`src/rtl/prog_loader.sv`:
```
// Loads a byte-streamed program into instruction memory with the CPU held in reset,
// then releases the CPU and counts run cycles until it reports halted.
module prog_loader #(
  parameter int INSTR_W = 16,
  parameter int ADDR_W  = 8,
  parameter int CYC_W   = 16
) (
  input  logic               CLK,
  input  logic               RST,
  input  logic               start,
  input  logic [ADDR_W:0]    num_instr,
  input  logic               in_valid,
  input  logic [7:0]         in_data,
  output logic               in_ready,
  output logic               mem_we,
  output logic [ADDR_W-1:0]  mem_addr,
  output logic [INSTR_W-1:0] mem_wdata,
  output logic               cpu_rst,
  input  logic               halted,
  output logic               busy,
  output logic               done,
  output logic               err,
  output logic [CYC_W-1:0]   run_cycles
);

  typedef enum logic [2:0] {
    IDLE    = 3'd0,
    LOAD_LO = 3'd1,
    LOAD_HI = 3'd2,
    WRITE   = 3'd3,
    RUN     = 3'd4,
    DONE    = 3'd5
  } state_t;

  localparam logic [ADDR_W:0] DEPTH_N = {1'b1, {ADDR_W{1'b0}}};
  localparam logic [ADDR_W:0] ONE_N   = {{ADDR_W{1'b0}}, 1'b1};

  state_t               state, state_n;
  logic [ADDR_W:0]      n_lat;
  logic [ADDR_W-1:0]    cnt;
  logic [7:0]           lo_byte, hi_byte;
  logic [ADDR_W-1:0]    last_addr;
  logic [INSTR_W-1:0]   last_wdata;
  logic [CYC_W-1:0]     run_cnt;
  logic                 err_q;

  logic n_ok;
  logic last_word;
  logic accept_start;
  logic reject_start;

  assign n_ok      = (num_instr != '0) && (num_instr <= DEPTH_N);
  assign last_word = ({1'b0, cnt} == (n_lat - ONE_N));

  always_comb begin
    state_n      = state;
    in_ready     = 1'b0;
    mem_we       = 1'b0;
    cpu_rst      = 1'b1;
    busy         = 1'b0;
    done         = 1'b0;
    accept_start = 1'b0;
    reject_start = 1'b0;
    case (state)
      IDLE: begin
        if (start) begin
          if (n_ok) begin
            accept_start = 1'b1;
            state_n      = LOAD_LO;
          end else begin
            reject_start = 1'b1;
          end
        end
      end
      DONE: begin
        cpu_rst = 1'b0;
        done    = 1'b1;
        if (start) begin
          if (n_ok) begin
            accept_start = 1'b1;
            state_n      = LOAD_LO;
          end else begin
            reject_start = 1'b1;
            state_n      = IDLE;
          end
        end
      end
      LOAD_LO: begin
        in_ready = 1'b1;
        busy     = 1'b1;
        if (in_valid) state_n = LOAD_HI;
      end
      LOAD_HI: begin
        in_ready = 1'b1;
        busy     = 1'b1;
        if (in_valid) state_n = WRITE;
      end
      WRITE: begin
        mem_we  = 1'b1;
        busy    = 1'b1;
        state_n = last_word ? RUN : LOAD_LO;
      end
      RUN: begin
        cpu_rst = 1'b0;
        busy    = 1'b1;
        if (halted) state_n = DONE;
      end
      default: state_n = IDLE;
    endcase
  end

  always_ff @(posedge CLK) begin
    if (RST) begin
      state <= IDLE;
    end else begin
      state <= state_n;
    end
  end

  // Datapath registers; memory contents are outside this block and survive RST.
  always_ff @(posedge CLK) begin
    if (RST) begin
      n_lat      <= '0;
      cnt        <= '0;
      lo_byte    <= '0;
      hi_byte    <= '0;
      last_addr  <= '0;
      last_wdata <= '0;
      run_cnt    <= '0;
      err_q      <= 1'b0;
    end else begin
      if (accept_start) begin
        n_lat   <= num_instr;
        cnt     <= '0;
        run_cnt <= '0;
        err_q   <= 1'b0;
      end else if (reject_start) begin
        err_q <= 1'b1;
      end
      if (state == LOAD_LO && in_valid) lo_byte <= in_data;
      if (state == LOAD_HI && in_valid) hi_byte <= in_data;
      if (state == WRITE) begin
        last_addr  <= cnt;
        last_wdata <= {hi_byte, lo_byte};
        if (!last_word) cnt <= cnt + 1'b1;
      end
      if (state == RUN && run_cnt != '1) run_cnt <= run_cnt + 1'b1;
    end
  end

  // Address/data are live during WRITE and otherwise show the last word written.
  assign mem_addr   = (state == WRITE) ? cnt : last_addr;
  assign mem_wdata  = (state == WRITE) ? {hi_byte, lo_byte} : last_wdata;
  assign err        = err_q;
  assign run_cycles = run_cnt;

endmodule

```
`config.mk`:
```
export PLATFORM = sky130hd
export DESIGN_NAME = prog_loader
export DESIGN_NICKNAME = d
export VERILOG_FILES = /design/src/rtl/prog_loader.sv
export SDC_FILE = /design/constraint.sdc
export NUM_CORES = 1
export LEC_CHECK = 0
export BUFFER_PORTS_ARGS = -buffer_cell sky130_fd_sc_hd__clkbuf_2
export CAP_MARGIN = 20
export CORE_AREA = 2 2 114 116
export CTS_BUF_LIST = sky130_fd_sc_hd__clkbuf_8 sky130_fd_sc_hd__clkbuf_16
export DETAILED_ROUTE_END_ITERATION = 10
export DIE_AREA = 0 0 116 118
export PLACE_DENSITY_LB_ADDON = 0.15
export SLEW_MARGIN = 10
export SYNTH_ARGS = -nofsm -noshare
export SYNTH_HDL_FRONTEND = slang
export SYNTH_SLANG_ARGS = --single-unit
```
`constraint.sdc`:
```
create_clock -name CLK -period 2.2 [get_ports CLK]
set_input_delay 0.22 -clock CLK [delete_from_list [all_inputs] [get_ports CLK]]
set_output_delay 0.22 -clock CLK [all_outputs]
set_load 0.1 [all_outputs]
```
==> impl_metrics.ini <==
[route]
via_per_inst = 4.74
finalWirelength_um = 9410
ant_nets = 0
vias = 3343
dr.pass1.iters = 4
drtIter0Drc = 112
wl_per_cell_um = 13.4
drc_errors = 0

[worst_setup_path]
worstSetupPathType = reg -> reg
crit_path_end_kind = flip-flop
cpMaxStageDelayCell = or3_4
critPathMaxStageDelay_ns = 0.42
arrival_ns = 2.39
path_max_fanout = 8
required_ns = 2.48
path_cells = inv_2 -> ha_4 -> nor3b_4 -> or2_1 -> a211oi_2 -> o2111a_2 -> a21oi_4 -> or3_4 -> mux2i_4
crit_path_start_kind = flip-flop

[final_layout]
mostFrequentLayoutCells = 66 x dfxtp_1, 62 x nand2_1, 58 x nor2_1
fin_nets = 553
syn_to_final_growth_pct = 40.6
antenna_cells = 0
layout-drive-gt1-share = 0.308
final_common_cell = dfxtp_1

[placed_design]
hpwlAfterDp_um = 6870
pre_cts_slack_ns = 0.00686
portBuffers = 67
gp_congestion = 0.752

[floorplanning]
io_pins = 68
dieArea_um2 = 13700
die_h_um = 118
start_util = 0.297
coreArea_um2 = 12400
rows = 41
fp.dieW_um = 116

[sta]
tns_ns = 0
max_freq_ghz = 0.473
fin_crit_sh = 0.961
finalCriticalPeriod_ns = 2.11
maxSlewHeadroom = 0.637
finalClockSkew_ns = 0.00512
worstMarginPinSlew_ns = 0.548
hold_viol = 0
slew_viol_final = 0
worst_slack_ns = 0.0864
setup_viol_count_final = 0
rsz0062_at_grt = true

[yosys]
synth_top_area_cell = dfxtp_1
syn_area_per_cell_um2 = 8.13
ys_ff_latch = 77
ys.flop_type = dfxtp_1
syn_nets = 478
synth_edf_count = 0
syn-instance-count = 453
synth_top_cell_area_share = 0.418
async_reset_ff_frac = 0
synth_area_leaders = dfxtp_1 42%, nand2_1 8.4%, mux2i_1 6.5%
yosysWarnings = 0
synth_area_um2 = 3680
ys_types = 53
yosysSeqAreaShare = 0.418

[clocking]
clockBufferDepth = 2
cts_tree = built
cts_max_level = 3
cts_buffers = 9
clock_latency_ns = 0.35
cts_hold_buf = 0
clock-root-buffer = clkbuf_16
path_clk_slew_ns = 0.06
clock-sinks = 77

[global_route]
grt_pass1_wl_um = 15800
grtUsageTotal = 0.147
antenna_found_initial = 0
grt_pass1_vias = 3297
grt_start_max_net_pins = 26
grt_overflow_total = 0

[power]
seq_power_share = 0.413
pwr-share-comb = 0.163
p_clk_frac = 0.424
power.switching_w = 0.00105
p_int_w = 0.00249
cellLeakagePower_nw = 2.02
irDropWorstVdd_mv = 0.311
power_density_nw_per_um2 = 683
p_sw_frac = 0.296

[min_path]
min-delay-path-class = in -> reg

[status]
outcome = finished, final reports clean

[run]
cap_violations = 0
[state kept, by name (all words and copies together) (netlist names)]
name	flops
run_cycles	16
n_lat	9
hi_byte	8
lo_byte	8
state	3
last_addr	8
err	1
cnt	8
last_wdata	16
[metrics by stage]
stage | hold WS (ns) | utilization | total power (W) | instance area [um^2] | cells
final | 0.130 | 0.417 | 0.00354 | 5180 | 705
after global routing | 0.136 | 0.417 | 0.00372 | 5180 | 705
after CTS | 0.120 | 0.413 | 0.00357 | 5120 | 704
after detailed placement | 0.431 | 0.388 | 0.00205 | 4820 | 688
after global placement | 0.433 | 0.388 | 0.00205 | 4820 | 688
after floorplan | 0.359 | - | 0.00190 | 3860 | 453
[power by group through the flow]
stage / Clock [W] / Combinational, W / Sequential, W
2_1_floorplan: 0 / 0.000402 / 0.00150
3_3_place_gp: 0 / 0.000556 / 0.00149
3_5_place_dp: 0 / 0.000563 / 0.00149
4_1_cts: 0.00154 / 0.000565 / 0.00146
5_1_grt: 0.00162 / 0.000628 / 0.00147
6_report: 0.00150 / 0.000577 / 0.00146
[layout make-up]
| cell class | count | area, um^2 |
|---|---|---|
| Fill cell | 1287 | 7230 |
| Multi-Input combinational cell | 340 | 2170 |
| Sequential cell | 77 | 1570 |
| Timing Repair Buffer | 90 | 887 |
| Clock buffer | 10 | 250 |
| Tap cell | 172 | 215 |
| Clock inverter | 6 | 51.3 |
| Inverter | 10 | 37.5 |
[critical path, delay by kind of cell, from the launching register on]
kind / cells / cell delay [ns]
and+or+nand+nor: 3 / 0.81
muxes: 1 / 0.13
DFF: 1 / 0.35
adders and majority gates: 1 / 0.16
buffers and inverters: 1 / 0.06
AOI/OAI and AO/OA: 3 / 0.54
[logic make-up after synthesis]
| group | synth area share |
|---|---|
| muxes | 0.0713 |
| adders and majority gates | 0.0102 |
| DFF | 0.418 |
| xor gates and xnor gates | 0.0380 |
| buffers and inverters | 0.0431 |
| and+or+nand+nor | 0.297 |
| AOI/OAI and AO/OA | 0.122 |
[final timing paths]
kind                      start             to  slack [ns]  cells after the start
hold reg to reg   run_cycles[8]  run_cycles[8]        0.44                      1
setup reg to reg       n_lat[1]         cnt[0]        0.09                      9
setup / recovery       n_lat[1]         cnt[0]        0.09                      9
hold / removal     num_instr[7]       n_lat[7]        0.13                      3
[Yosys cell counts, types with 8 or more instances]
library cell / instances
o21ai_0: 15
nor2_1: 59
dfxtp_1: 77
inv_1: 10
nand2b_1: 8
buf_2: 10
nand3_1: 13
and2_1: 27
a21oi_1: 20
xnor2_1: 13
nand2_1: 82
mux2i_1: 24
clkbuf_1: 13
nor3_1: 9
and3_1: 9
[layer usage]
layer	up-vias	global-route usage	wire (um)
met5	-	0	0
met4	0	0.0744	244
met3	19	0.0391	511
met2	77	0.213	4120
met1	1563	0.200	4540
li1	1684	-	-
[what timing repair did]
item,CTS,global route
setup buffers,0,1
setup endpoints to repair,1,29
cloned,0,0
gates resized for setup,1,12
pin swaps,0,7
Power figures use the tool's default switching activity.
